### config.mk
export PLATFORM = sky130hd
export DESIGN_NAME = usb_tx_pkt_gen
export DESIGN_NICKNAME = d
export VERILOG_FILES = /design/src/rtl/usb_tx_pkt_gen.sv
export SDC_FILE = /design/constraint.sdc
export NUM_CORES = 1
export LEC_CHECK = 0
export BUFFER_PORTS_ARGS = -buffer_cell sky130_fd_sc_hd__buf_2
export CAP_MARGIN = 0
export CORE_MARGIN = 2
export CORE_UTILIZATION = 61
export DETAILED_ROUTE_END_ITERATION = 10
export PLACE_DENSITY = 0.9
export SLEW_MARGIN = 20
export SYNTH_ARGS = -nofsm -noshare
export SYNTH_HDL_FRONTEND = slang
export SYNTH_SLANG_ARGS = --single-unit
### constraint.sdc
create_clock -name clk -period 4.55 [get_ports clk]
set_clock_uncertainty 0.1 [all_clocks]
set_input_delay 0.91 -clock clk [delete_from_list [all_inputs] [get_ports clk]]
set_output_delay 0.91 -clock clk [all_outputs]
set_load 0.02 [all_outputs]
### src/rtl/usb_tx_pkt_gen.sv
// ---------------------------------------------------------------------------
// usb_tx_pkt_gen
//
// Generates one USB-style transmit packet per request. The payload is an
// incrementing byte sequence that starts at a caller-supplied seed. It is
// optionally followed by the USB CRC16 of the payload, sent low byte first.
// Bytes leave on a valid/ready beat interface.
//
// State table
//   state    | meaning
//   ---------+-------------------------------------------------------------
//   S_IDLE   | waiting for send_data; outputs idle
//   S_DATA   | presenting payload beats seed, seed+1, ...
//   S_CRC_LO | presenting CRC16 bits [7:0]
//   S_CRC_HI | presenting CRC16 bits [15:8] (final beat)
//
// Parameters
//   LEN_W   width of the payload length field and of the beat counter
//   HIST_W  depth of the transfer-history shift register (>= 2)
//   CRC_EN  1 = append the 2-byte CRC16 after the payload, 0 = payload only
//
// Ports
//   clk        clock; all state changes on the rising edge
//   reset      synchronous, active-low reset
//   send_data  starts one packet; only looked at in S_IDLE
//   pkt_len    payload byte count, captured with send_data
//   seed       first payload byte, captured with send_data
//   abort      drops the packet in flight and returns to S_IDLE
//   tx_ready   sink ready; a beat moves when tx_valid and tx_ready are high
//   tx_valid   tx_data/tx_last are valid
//   tx_data    current byte
//   tx_last    marks the final beat of the packet
//   busy       high whenever the state is not S_IDLE
//   done       one-cycle pulse after the tx_last beat is accepted
//   hist       per-cycle transfer history; bit 0 is the newest
// ---------------------------------------------------------------------------
module usb_tx_pkt_gen #(
    parameter int LEN_W  = 10,
    parameter int HIST_W = 10,
    parameter bit CRC_EN = 1'b1
) (
    input  logic              clk,
    input  logic              reset,
    input  logic              send_data,
    input  logic [LEN_W-1:0]  pkt_len,
    input  logic [7:0]        seed,
    input  logic              abort,
    input  logic              tx_ready,
    output logic              tx_valid,
    output logic [7:0]        tx_data,
    output logic              tx_last,
    output logic              busy,
    output logic              done,
    output logic [HIST_W-1:0] hist
);

    typedef enum logic [1:0] {
        S_IDLE   = 2'd0,
        S_DATA   = 2'd1,
        S_CRC_LO = 2'd2,
        S_CRC_HI = 2'd3
    } state_t;

    state_t             state_q, state_d;
    logic [LEN_W-1:0]   len_q, len_d;
    logic [LEN_W-1:0]   cnt_q, cnt_d;
    logic [15:0]        crc_q, crc_d;
    logic               tx_valid_q, tx_valid_d;
    logic [7:0]         tx_data_q, tx_data_d;
    logic               tx_last_q, tx_last_d;
    logic               done_q, done_d;
    logic [HIST_W-1:0]  hist_q, hist_d;

    logic               beat_acc;
    logic               start_req;
    logic               len_zero;
    logic               last_payload;
    logic               next_is_last;
    logic [15:0]        crc_next;

    // Reflected USB CRC16 (poly 0x8005 -> 0xA001), processed LSB first.
    function automatic logic [15:0] crc16_byte(input logic [15:0] crc_in,
                                               input logic [7:0]  data_in);
        logic [15:0] c;
        c = crc_in;
        for (int i = 0; i < 8; i++) begin
            if (c[0] ^ data_in[i]) begin
                c = (c >> 1) ^ 16'hA001;
            end else begin
                c = c >> 1;
            end
        end
        return c;
    endfunction

    assign beat_acc     = tx_valid_q & tx_ready;
    assign start_req    = send_data & ~abort;
    assign len_zero     = (pkt_len == '0);
    assign last_payload = (cnt_q == (len_q - LEN_W'(1)));
    // Only used while more payload remains, so len_q >= cnt_q + 2 here.
    assign next_is_last = ((cnt_q + LEN_W'(1)) == (len_q - LEN_W'(1)));
    // The CRC only ever absorbs the byte currently on the bus.
    assign crc_next     = crc16_byte(crc_q, tx_data_q);

    // -----------------------------------------------------------------------
    // State register
    // -----------------------------------------------------------------------
    always_ff @(posedge clk) begin
        if (!reset) begin
            state_q    <= S_IDLE;
            len_q      <= '0;
            cnt_q      <= '0;
            crc_q      <= 16'hFFFF;
            tx_valid_q <= 1'b0;
            tx_data_q  <= 8'h00;
            tx_last_q  <= 1'b0;
            done_q     <= 1'b0;
            hist_q     <= '0;
        end else begin
            state_q    <= state_d;
            len_q      <= len_d;
            cnt_q      <= cnt_d;
            crc_q      <= crc_d;
            tx_valid_q <= tx_valid_d;
            tx_data_q  <= tx_data_d;
            tx_last_q  <= tx_last_d;
            done_q     <= done_d;
            hist_q     <= hist_d;
        end
    end

    // -----------------------------------------------------------------------
    // Next-state logic
    // -----------------------------------------------------------------------
    always_comb begin
        state_d = state_q;
        case (state_q)
            S_IDLE: begin
                // A zero-length request without CRC has nothing to send.
                if (start_req) begin
                    if (!len_zero) begin
                        state_d = S_DATA;
                    end else if (CRC_EN) begin
                        state_d = S_CRC_LO;
                    end
                end
            end
            S_DATA: begin
                if (abort) begin
                    state_d = S_IDLE;
                end else if (beat_acc && last_payload) begin
                    state_d = CRC_EN ? S_CRC_LO : S_IDLE;
                end
            end
            S_CRC_LO: begin
                if (abort) begin
                    state_d = S_IDLE;
                end else if (beat_acc) begin
                    state_d = S_CRC_HI;
                end
            end
            S_CRC_HI: begin
                if (abort || beat_acc) begin
                    state_d = S_IDLE;
                end
            end
            default: state_d = S_IDLE;
        endcase
    end

    // -----------------------------------------------------------------------
    // Output / datapath logic (everything lands in registers)
    // -----------------------------------------------------------------------
    always_comb begin
        len_d      = len_q;
        cnt_d      = cnt_q;
        crc_d      = crc_q;
        tx_valid_d = tx_valid_q;
        tx_data_d  = tx_data_q;
        tx_last_d  = tx_last_q;
        done_d     = 1'b0;
        hist_d     = {hist_q[HIST_W-2:0], beat_acc};

        case (state_q)
            S_IDLE: begin
                if (start_req && (!len_zero || CRC_EN)) begin
                    len_d      = pkt_len;
                    cnt_d      = '0;
                    crc_d      = 16'hFFFF;
                    tx_valid_d = 1'b1;
                    if (!len_zero) begin
                        tx_data_d = seed;
                        tx_last_d = !CRC_EN && (pkt_len == LEN_W'(1));
                    end else begin
                        // Empty payload: CRC is ~0xFFFF, so the low byte is 0.
                        tx_data_d = 8'h00;
                        tx_last_d = 1'b0;
                    end
                end
            end
            S_DATA: begin
                if (abort) begin
                    tx_valid_d = 1'b0;
                    tx_last_d  = 1'b0;
                end else if (beat_acc) begin
                    crc_d = crc_next;
                    cnt_d = cnt_q + LEN_W'(1);
                    if (last_payload) begin
                        if (CRC_EN) begin
                            tx_data_d = ~crc_next[7:0];
                            tx_last_d = 1'b0;
                        end else begin
                            tx_valid_d = 1'b0;
                            tx_last_d  = 1'b0;
                            done_d     = 1'b1;
                        end
                    end else begin
                        tx_data_d = tx_data_q + 8'd1;
                        tx_last_d = !CRC_EN && next_is_last;
                    end
                end
            end
            S_CRC_LO: begin
                if (abort) begin
                    tx_valid_d = 1'b0;
                    tx_last_d  = 1'b0;
                end else if (beat_acc) begin
                    tx_data_d = ~crc_q[15:8];
                    tx_last_d = 1'b1;
                end
            end
            S_CRC_HI: begin
                if (abort) begin
                    tx_valid_d = 1'b0;
                    tx_last_d  = 1'b0;
                end else if (beat_acc) begin
                    tx_valid_d = 1'b0;
                    tx_last_d  = 1'b0;
                    done_d     = 1'b1;
                end
            end
            default: begin
                tx_valid_d = 1'b0;
                tx_last_d  = 1'b0;
            end
        endcase
    end

    assign tx_valid = tx_valid_q;
    assign tx_data  = tx_data_q;
    assign tx_last  = tx_last_q;
    assign done     = done_q;
    assign hist     = hist_q;
    assign busy     = (state_q != S_IDLE);

endmodule

======== After elaboration in Yosys (flattened, before gate mapping) ========
Cells that the tools add are included.
word-level totals
  flip-flop bits (word level) ............. 59
  input bits .............................. 23
  output and inout bits ................... 22
  word-level logic and storage cells ...... 108
operators by class
  add/subtract/negate cells ............... 3
  equality and inequality tests ........... 15
  mux-type cells .......................... 42
  bitwise gates (word level) .............. 23
  reductions and logical operators ........ 16
operators with widths
  kind                                                                  number
  16-bit two-way mux                                                    11
  8-bit two-way mux                                                     7
  16-bit case mux with 2 select lines                                   1
  10-bit two-way mux                                                    3
  2-bit inverter with 3-bit output                                      8
  8-bit case mux with 3 select lines                                    1
  10-bit case mux with 2 select lines                                   1
  8-bit inverter                                                        2
  2-bit two-way mux                                                     7
  2-bit inequality test, second input constant                          6
  10-bit by 1-bit adder with 10-bit output, second input constant       1
  10-bit == test                                                        1
  10-bit logical NOT                                                    1
  10-bit by 1-bit subtractor with 10-bit output, second input constant  1
  3-bit inequality test, second input constant                          3
  8-bit by 1-bit adder with 8-bit output, second input constant         1
  1-bit two-way mux                                                     8
  2-bit case mux with 4 select lines                                    1
  4-bit AND reduction                                                   2
  1-bit XOR                                                             8
  1-bit case mux with 3 select lines                                    2
  3-bit AND reduction                                                   2
  6-bit AND reduction                                                   1
  2-bit == test, second input constant                                  2
  other kinds (13)                                                      18

======== Longest topological paths before layout ========
Gate-level depths: netlist (run 1).
  depth in word-level cells ............... 21
  mapped depth ............................ 10
  gate-level depth less buffers ........... 9

======== Worst setup path before layout (run 1) ========
OpenSTA, ideal clock, no wires.
  kind .................................... reg2reg
  from .................................... register len_q[2]
  to ...................................... register tx_data_q[6], in the netlist tx_data[6]
  setup time .............................. 122 ps
  arrival ................................. 2412 ps
  required time ........................... 4328 ps
  setup slack ............................. 1915 ps
  cell stages (with the launch flop) ...... 9
  buffers on the path ..................... 1
  clock period less this slack ............ 2635 ps
  cell sequence ........................... dfxtp_1 -> clkbuf_2 -> nor4_1 -> nand4b_1 -> xnor2_1 -> or4_4 -> or3_1 -> a311oi_1 -> nor3_1
on the way
  longest elaborated chain between the ends .. 6
ends and longest elaborated chain
  what                                           RTL line  source
  start, declared                                65        logic [LEN_W-1:0] len_q, len_d;
  start signal, assigned                         121       len_q <= len_d;
  10-bit by 1-bit subtractor with 10-bit output  -
  10-bit == test                                 99        assign last_payload = (cnt_q == (len_q - LEN_W'(1)));
  8-bit two-way mux                              208       if (last_payload) begin
  8-bit two-way mux                              205       end else if (beat_acc) begin
  8-bit two-way mux                              202       if (abort) begin
  8-bit case mux with 3 select lines             184       case (state_q)
  end signal, assigned                           125       tx_data_q <= tx_data_d;
  end, declared                                  69        logic [7:0] tx_data_q, tx_data_d;
No other way between the ends. The select of a mux whose other input is x is not followed.
A chain may end at the register's enable or synchronous reset.

======== Worst setup path after layout (run 1) ========
  from .................................... register len_q[2]
  to ...................................... register tx_data_q[5], in the netlist tx_data[5]
The elaborated chain is that of the path after synthesis.

==> impl_metrics.toml, run 1 <==
[run_status]
outcome = "finished clean"

[global_routing]
grt_start_max_net_pins = 33
antenna_found_initial = 0
grt_pass1_vias = 2605
grt_pass1_wl_um = 12100
grt_overflow = 0
track_usage = 0.2799

[cts]
h-tree-depth = 3
cts_resized = 0
tritoncts = "done"
cts_setup_buffers = 0
postCtsHoldBufs = 0
numCtsBuffers = 9
clockBufferDepth = 2
clkLatencyLatePin_ns = 0.34
clkTransAtPathRegs_ns = 0.07
root_buffer = "clkbuf_8"
cts.sinks = 59

[logic_synthesis]
synth_nets = 397
netlist_area_sq_um = 3143
synth_edf_count = 0
synth_cells = 367
ys_seq_area_frac = 0.3758
async_flop_share = 0
yosys_warnings = 0
synth_cell_types = 51
synth_ff_type = "dfxtp_1"
ys_ff_latch = 59
avgSynthCellArea_sq_um = 8.564

[detailed_routing]
dr_total_vias = 2805
dr.pass1.iters = 5
avgRoutedWirePerCell_um = 15.56
ant_nets = 0
drt_iter0_drc = 195
vias_per_cell = 5.820
totalWireLength_um = 7498
drc = 0

[cells_and_area]
syn_to_final_growth_pct = 15.37
final_layout_size_suffix_gt1_frac = 0.1699
fill_cells = 372
mostFrequentLayoutCell = "dfxtp_1"
diodes = 0
mostFrequentLayoutCells = "dfxtp_1 (59), buf_2 (44), nor2_1 (38), nand2_1 (35), xnor2_1 (25)"
postLayoutCoreUtil = 0.7191
nets = 437

[timing]
fmax_mhz = 328.3
hold_ws_ns = 0.3555
tns_ns = 0
hold_violations = 0
tightest_slew_ns = 0.9665
min_period_ns = 3.046
layout_setup_ws_ns = 1.504
fin_crit_sh = 0.6695
setup_viol = 0
max-slew-margin-rel = 0.3557
rsz0062_at_grt = "no"
final_max_slew_viol_count = 0

[critical_path]
r2r_cells = 7
regToRegSetupSlack_ns = 1.50
cp.arrival_ns = 3.21
cpPeakStageDelay_ns = 0.65
worstPathCellList = "nor4_1 > nand4b_1 > xnor2_1 > nor4_1 > a31oi_1 > or3b_2 > a31oi_1"
crit_slowest_cell = "nor4_1"
setup.worst_path.end_class = "flip-flop"
timing.rr.end = "tx_data[5]"
cp-start-kind = "flip-flop"
path_max_fanout = 8
required_ns = 4.72
cp_top_family = "simple AND/OR/NAND/NOR gates"
r2r-start = "len_q[2]"
critPathBufInv = 0
critPathKind = "flip-flop to flip-flop"

[floorplan]
ios = 45
core.rowCount = 26
dieArea_sq_um = 5743
fp.dieW_um = 75.78
start_util = 0.6233
core_sq_um = 5042
dieHeight_um = 75.78

[hold_path]
min_path_type = "flip-flop to flip-flop"
hold_depth = 1
min_to = "hist[8]"
hold_start = "hist[7]"

[pwr]
cellLeakagePower_nw = 1.582
pwr_density_cell_nw_per_um2 = 583.7
peakVddDrop_uv = 371.6

[placement]
place_ws_ns = 1.643
port_buffers = 44
post-dp-hpwl_um = 5256
place_congestion = 0.9842

[run]
maxCapViolCount = 0
[flip-flops by register name, indices dropped and copies added (netlist names)]
register / count
state_q: 2
crc_q: 16
cnt_q: 10
tx_data: 8
len_q: 10
done: 1
tx_last: 1
tx_valid: 1
hist: 10
[layer usage]
metal / share of wire / wire length, um / global-route usage
met1: 0.45 / 3384 / 0.3667
met5: 0 / 0 / 0
met2: 0.46 / 3473 / 0.4358
met4: 0.017 / 131 / 0.1287
met3: 0.068 / 509 / 0.06746
[how the worst max path moves through the flow]
stage / startpoint / to / slack, ns / cells past startpoint
2_1_floorplan: len_q[2] / tx_data[6] / 1.92 / 8
3_3_place_gp: len_q[2] / tx_data[2] / 1.74 / 7
3_5_place_dp: len_q[2] / tx_data[5] / 1.64 / 7
4_1_cts: len_q[2] / tx_data[5] / 1.61 / 7
5_1_grt: len_q[2] / tx_data[5] / 1.33 / 7
6_report: len_q[2] / tx_data[5] / 1.50 / 7
[area by class of cell]
| class | instances | area [sq um] | area share |
|---|---|---|---|
| clock buffers | 11 | 151.4 | 0.04175 |
| repair buffers | 45 | 227.7 | 0.06280 |
| multi-input cells | 279 | 1854 | 0.5114 |
| well taps | 70 | 87.58 | 0.02415 |
| flip-flops and latches | 59 | 1181 | 0.3257 |
| inverters | 13 | 48.80 | 0.01346 |
| clock inverters | 5 | 75.07 | 0.02070 |
[synth_stat cells (3+ instances only)]
master | number | share of area
nand2_1 | 35 | 0.042
nor3_1 | 4 | 0.0064
nand3_1 | 22 | 0.035
nor2_1 | 38 | 0.045
o221a_2 | 3 | 0.011
o211ai_1 | 4 | 0.0096
nand3b_1 | 3 | 0.0072
nor3b_1 | 3 | 0.0072
nor4_1 | 4 | 0.0080
xor2_1 | 20 | 0.056
o22ai_1 | 3 | 0.0060
and3_1 | 6 | 0.012
nand2b_1 | 5 | 0.010
mux2i_1 | 16 | 0.051
a21oi_1 | 13 | 0.021
inv_1 | 12 | 0.014
ha_1 | 7 | 0.028
clkbuf_1 | 12 | 0.014
a311oi_1 | 3 | 0.0084
a31oi_1 | 3 | 0.0060
dfxtp_1 | 59 | 0.38
o21ai_0 | 23 | 0.037
xnor2_1 | 25 | 0.070
and2_1 | 10 | 0.020
[report_power, final]
group,internal (mW),switching (mW),total (mW)
combinational,0.399,0.510,0.909
clock,0.335,0.210,0.545
sequential,0.579,0.0836,0.662
[stage by stage]
stage | total power, mW | instances | area [sq um]
after floorplan | 1.365 | 367 | 3143
after global placement | 1.534 | 466 | 3400
after detailed placement | 1.553 | 466 | 3400
after CTS | 2.100 | 482 | 3626
after global routing | 2.226 | 482 | 3626
final | 2.116 | 482 | 3626
[worst reg2reg max path: stages, from the launching register on]
cell	delay [ns]
dfxtp_1	0.39
nor4_1	0.65
nand4b_1	0.21
xnor2_1	0.19
nor4_1	0.44
a31oi_1	0.27
or3b_2	0.54
a31oi_1	0.18
[kinds of logic (layout without fill, tap and decap cells)]
group | Yosys count | after routing | share of synthesized area
AND/OR/NAND/NOR | 139 | 139 | 0.2174
AO/OA/AOI/OAI | 68 | 68 | 0.1393
flip-flops | 59 | 59 | 0.3758
XOR/XNOR | 49 | 49 | 0.1529
buffers and inverters | 29 | 74 | 0.03582
multiplexers | 16 | 16 | 0.05095
adder cells (fa/ha/maj) | 7 | 7 | 0.02786
(Power assumes the default switching activity.)
==> run 2: changes to the inputs <==
--- a/config.mk
+++ b/config.mk
@@ -8,9 +8,9 @@
 export BUFFER_PORTS_ARGS = -buffer_cell sky130_fd_sc_hd__buf_2
 export CAP_MARGIN = 0
 export CORE_MARGIN = 2
-export CORE_UTILIZATION = 61
+export CORE_UTILIZATION = 52
 export DETAILED_ROUTE_END_ITERATION = 10
-export PLACE_DENSITY = 0.9
+export PLACE_DENSITY = 0.82
 export SLEW_MARGIN = 20
 export SYNTH_ARGS = -nofsm -noshare
 export SYNTH_HDL_FRONTEND = slang
==> constraint.sdc (replaced) <==
create_clock -name clk -period 2.48 [get_ports clk]
set_clock_uncertainty 0.1 [all_clocks]
set_input_delay 0.496 -clock clk [delete_from_list [all_inputs] [get_ports clk]]
set_output_delay 0.496 -clock clk [all_outputs]
set_load 0.02 [all_outputs]
==> impl_metrics.toml, run 2 (synthesis gave the netlist of run 1 again) <==
[floorplan]
core.rowCount = 28
dieArea_sq_um = 6682
ios = 45
fp.dieW_um = 81.75
core_sq_um = 5886
dieHeight_um = 81.75
start_util = 0.5340

[cells_and_area]
mostFrequentLayoutCell = "dfxtp_1"
syn_to_final_growth_pct = 27.79
diodes = 0
mostFrequentLayoutCells = "dfxtp_1 (54), buf_2 (44), nor2_1 (37), nand2_1 (35), buf_4 (32)"
stdcell_count = 521
largest_reg_flops = 16
nets = 471
final_layout_size_suffix_gt1_frac = 0.2735
largest-register = "crc_q"

[placement]
place_congestion = 0.9072
port_buffers = 44
post-dp-hpwl_um = 5728
place_ws_ns = -0.08930
dpl.cell_count = 504

[cts]
root_buffer = "clkbuf_8"
numCtsBuffers = 9
clkLatencyLatePin_ns = 0.34
clockBufferDepth = 2
h-tree-depth = 3
clkTransAtPathRegs_ns = 0.07
postCtsHoldBufs = 0
cts.sinks = 59
tritoncts = "done"

[critical_path]
r2r_cells = 9
timing.rr.end = "tx_data[6]"
r2r-start = "len_q[3]"
worstPathCellList = "buf_6 > nor4bb_4 > o211a_1 > o211ai_1 > or4_4 > buf_4 > o21ai_0 > a311oi_2 > nor3_1"
setup.worst_path.end_class = "flip-flop"
critPathKind = "flip-flop to flip-flop"
cp.arrival_ns = 2.80
required_ns = 2.64
path_max_fanout = 4
cpPeakStageDelay_ns = 0.58
cp-start-kind = "flip-flop"
regToRegSetupSlack_ns = -0.16
crit_slowest_cell = "or4_4"

[detailed_routing]
totalWireLength_um = 8450
dr.pass1.iters = 6
vias_per_cell = 5.731
ant_nets = 0
drc = 0
dr_total_vias = 2986
avgRoutedWirePerCell_um = 16.22
drt_iter0_drc = 198

[timing]
rsz0062_at_grt = "yes"
layout_setup_ws_ns = -0.1587
fin_crit_sh = 1.064
tightest_slew_ns = 0.6008
setup_viol = 8
final_max_slew_viol_count = 0
hold_ws_ns = 0.3187
min_period_ns = 2.639
max-slew-margin-rel = 0.5995
hold_violations = 0
fmax_mhz = 379.0

[global_routing]
antenna_found_initial = 0
grt_pass1_vias = 2807
track_usage = 0.2584
grt_overflow = 0
grt_pass1_wl_um = 12990
grt_start_max_net_pins = 32

[hold_path]
hold_start = "pkt_len[0]"
hold_depth = 3
min_to = "len_q[0]"
min_path_type = "input port to flip-flop"

[pwr]
peakVddDrop_uv = 739.3
sequentialPowerShare = 0.274
cellLeakagePower_nw = 1.780
p_comb_frac = 0.491
swShare = 0.3870
pwr_density_cell_nw_per_um2 = 1065
p_switching_mw = 1.656
power_mw = 4.279
clkPwrFrac = 0.235
intPower_mw = 2.623

[run_status]
violations = "setup timing"
outcome = "finished with violations"

[run]
maxCapViolCount = 0
## run 2: worst max path at each step
stage / start / to / slack, ns / cells past startpoint
after CTS: len_q[1] / tx_data[3] / -0.008 / 10
after detailed placement: len_q[0] / tx_data[6] / -0.09 / 9
final: len_q[3] / tx_data[6] / -0.16 / 9
after global placement: len_q[0] / tx_data[6] / 0.04 / 9
after global routing: len_q[3] / tx_data[6] / -0.27 / 9
after floorplan: len_q[2] / tx_data[6] / -0.01 / 8
## run 2: power by group through the flow
| stage | combinational, mW | clock (mW) | sequential, mW |
|---|---|---|---|
| floorplan | 1.27 | 0 | 1.25 |
| global placement | 1.91 | 0 | 1.18 |
| detailed placement | 1.95 | 0 | 1.19 |
| CTS | 1.98 | 1.01 | 1.17 |
| global route | 2.26 | 1.06 | 1.19 |
| finish | 2.10 | 1.00 | 1.17 |
## run 2: repair_timing
item	CTS	global route
gates resized for setup	5	19
pin swaps	3	17
buffers inserted	0	1
setup endpoints to repair	8	10
## run 2: per-layer routing
metal	GRT usage	up-vias	share of wire	wire length, um
met2	0.4268	125	0.48	4040
met1	0.3208	1419	0.43	3611
met3	0.04835	24	0.067	565
li1	-	1418	-	-
met5	0	-	0	0
met4	0.1317	0	0.027	232
## run 2: area by class of cell
type | instances | area (sq um)
well taps | 75 | 93.84
repair buffers | 79 | 494.2
clock buffers | 9 | 123.9
flip-flops and latches | 59 | 1192
multi-input cells | 279 | 1963
inverters | 13 | 48.80
clock inverters | 7 | 100.1
fillers | 449 | 1869
## run 2: worst max-delay path, delay by kind of cell (launching register included)
family	cells	cell delay, ns
flip-flops	1	0.37
AO/OA/AOI/OAI	4	0.77
AND/OR/NAND/NOR	3	1.01
buffers and inverters	2	0.31
## run 2: per-stage QoR
stage | util | area, sq um | TNS [ns]
after floorplan | - | 3166 | -0.01338
after global placement | 0.6259 | 3684 | 0
after detailed placement | 0.6259 | 3684 | -0.3821
after CTS | 0.6682 | 3933 | -0.01943
after global routing | 0.6824 | 4016 | -1.436
final | 0.6824 | 4016 | -0.6116
==> run 3: changes to the inputs <==
--- a/config.mk
+++ b/config.mk
@@ -7,7 +7,6 @@
 export LEC_CHECK = 0
 export BUFFER_PORTS_ARGS = -buffer_cell sky130_fd_sc_hd__buf_2
 export CAP_MARGIN = 0
-export CORE_MARGIN = 2
 export CORE_UTILIZATION = 52
 export DETAILED_ROUTE_END_ITERATION = 10
 export PLACE_DENSITY = 0.82
==> constraint.sdc (replaced) <==
create_clock -name clk -period 2.48 [get_ports clk]
set_clock_uncertainty 0.1 [all_clocks]
set_input_delay 0.248 -clock clk [delete_from_list [all_inputs] [get_ports clk]]
set_output_delay 0.248 -clock clk [all_outputs]
set_load 0.02 [all_outputs]
==> impl_metrics.toml, run 3 (synthesis gave the netlist of run 1 again) <==
[global_routing]
grt_start_max_net_pins = 32
grt_pass1_wl_um = 13050
antenna_found_initial = 0
track_usage = 0.2712
grt_overflow = 0
grt_pass1_vias = 2823

[hold_path]
min_path_type = "input port to flip-flop"
min_to = "len_q[8]"
hold_depth = 3
hold_start = "pkt_len[8]"

[placement]
place_congestion = 0.9150
port_buffers = 44
dpl.cell_count = 499
post-dp-hpwl_um = 5671
place_ws_ns = -0.1105

[cells_and_area]
largest_reg_flops = 16
largest-register = "crc_q"
syn_to_final_growth_pct = 26.19
postLayoutCoreUtil = 0.6989
multi_input_area_sq_um = 1951
register_area_sq_um = 1186
stdcell_count = 519
diodes = 0
nets = 472
fill_cells = 422
mostFrequentLayoutCell = "dfxtp_1"
final_layout_size_suffix_gt1_frac = 0.2729
mostFrequentLayoutCells = "dfxtp_1 (55), buf_2 (44), nor2_1 (37), buf_4 (36), nand2_1 (35)"

[critical_path]
regToRegSetupSlack_ns = -0.15
cp_num_cells = 8
r2r-start = "len_q[0]"
critPathBufInv = 1
worstPathCellList = "buf_4 > nor3_1 > xnor2_1 > o211ai_1 > or4_4 > or3_4 > a311oi_2 > nor3_1"
timing.rr.end = "tx_data[6]"
cpPeakStageDelay_ns = 0.50
crit_slowest_cell = "or4_4"
cp-start-kind = "flip-flop"
setup.worst_path.end_class = "flip-flop"
critPathKind = "flip-flop to flip-flop"
path_max_fanout = 6
r2r_cells = 8
cp_top_family = "simple AND/OR/NAND/NOR gates"
required_ns = 2.61
cpMostUsedCell = "nor3_1"
cp.arrival_ns = 2.76

[floorplan]
ios = 45
core_sq_um = 5675
dieArea_sq_um = 6359
start_util = 0.5538
core.rowCount = 27
fp.dieW_um = 79.75
dieHeight_um = 79.75

[detailed_routing]
avgRoutedWirePerCell_um = 16.13
totalWireLength_um = 8371
ant_nets = 0
drt_iter0_drc = 217
vias_per_cell = 5.696
dr_total_vias = 2956
drc = 0
dr.pass1.iters = 4

[cts]
clkTransAtPathRegs_ns = 0.08
numCtsBuffers = 9
tritoncts = "done"
postCtsHoldBufs = 0
cts.sinks = 59
h-tree-depth = 3
root_buffer = "clkbuf_8"
clockBufferDepth = 2
clkLatencyLatePin_ns = 0.35

[pwr]
cellLeakagePower_nw = 1.757
power_mw = 4.184
pwr_density_cell_nw_per_um2 = 1055
peakVddDrop_uv = 648.0

[timing]
fin_crit_sh = 1.062
min_period_ns = 2.634
max-slew-margin-rel = 0.5995
setup_viol = 8
final_max_slew_viol_count = 0
hold_violations = 0
tightest_slew_ns = 0.5967
tns_ns = -0.5094
fmax_mhz = 379.6
layout_setup_ws_ns = -0.1544
rsz0062_at_grt = "yes"

[run_status]
outcome = "finished with violations"
violations = "setup timing"

[run]
maxCapViolCount = 0
run 3: changes by cell type in the layout (fill, tap and decap cells not counted), sizes merged:
cell / before / now
clkinvlp: 0 / 2
buf: 79 / 80
bufinv: 2 / 1
clkinv: 4 / 3
run 3: area by class of cell:
| class | count | area share |
|---|---|---|
| inverters | 13 | 0.01230 |
| repair buffers | 80 | 0.1237 |
| clock buffers | 9 | 0.03123 |
| well taps | 72 | 0.02271 |
| clock inverters | 7 | 0.01924 |
| multi-input cells | 279 | 0.4918 |
| flip-flops and latches | 59 | 0.2991 |
run 3: metrics by stage:
stage	area, sq um	hold slack [ns]
3_3_place_gp	3657	0.3363
4_1_cts	3886	0.04041
3_5_place_dp	3657	0.3443
6_report	3966	0.04247
2_1_floorplan	3166	0.2918
5_1_grt	3966	0.06989
run 3: repair_timing:
item | in CTS | in global routing
gates resized for setup | 9 | 9
buffers inserted | 0 | 4
cloned | 0 | 0
pin swaps | 6 | 4
endpoints found under the setup margin | 4 | 10
run 3: per-layer routing:
layer  part of all wire  track usage
met2               0.47       0.4248
met1               0.43       0.3444
met5                  0            0
met3              0.061      0.07086
met4              0.036       0.1321
run 3: power breakdown:
group          total (mW)  leakage [nW]  internal (mW)  switching [mW]
logic                2.11          1.18          0.996            1.11
clock network       0.906        0.0962          0.470           0.436
registers            1.17         0.481           1.06           0.108
run 3: worst max path at each step:
stage | startpoint | end | slack (ns)
after detailed placement | len_q[1] | tx_data[6] | -0.11
after global placement | len_q[0] | tx_data[6] | 0.04
after CTS | len_q[0] | tx_data[6] | -0.09
final | len_q[0] | tx_data[6] | -0.15
after global routing | len_q[2] | tx_data[6] | -0.17
after floorplan | len_q[2] | tx_data[6] | -0.01
run 3: worst register-to-register path, stage by stage (launching register included):
cell      delay [ns]
dfxtp_2         0.34
buf_4           0.15
nor3_1          0.30
xnor2_1         0.20
o211ai_1        0.18
or4_4           0.50
or3_4           0.35
a311oi_2        0.29
nor3_1          0.10
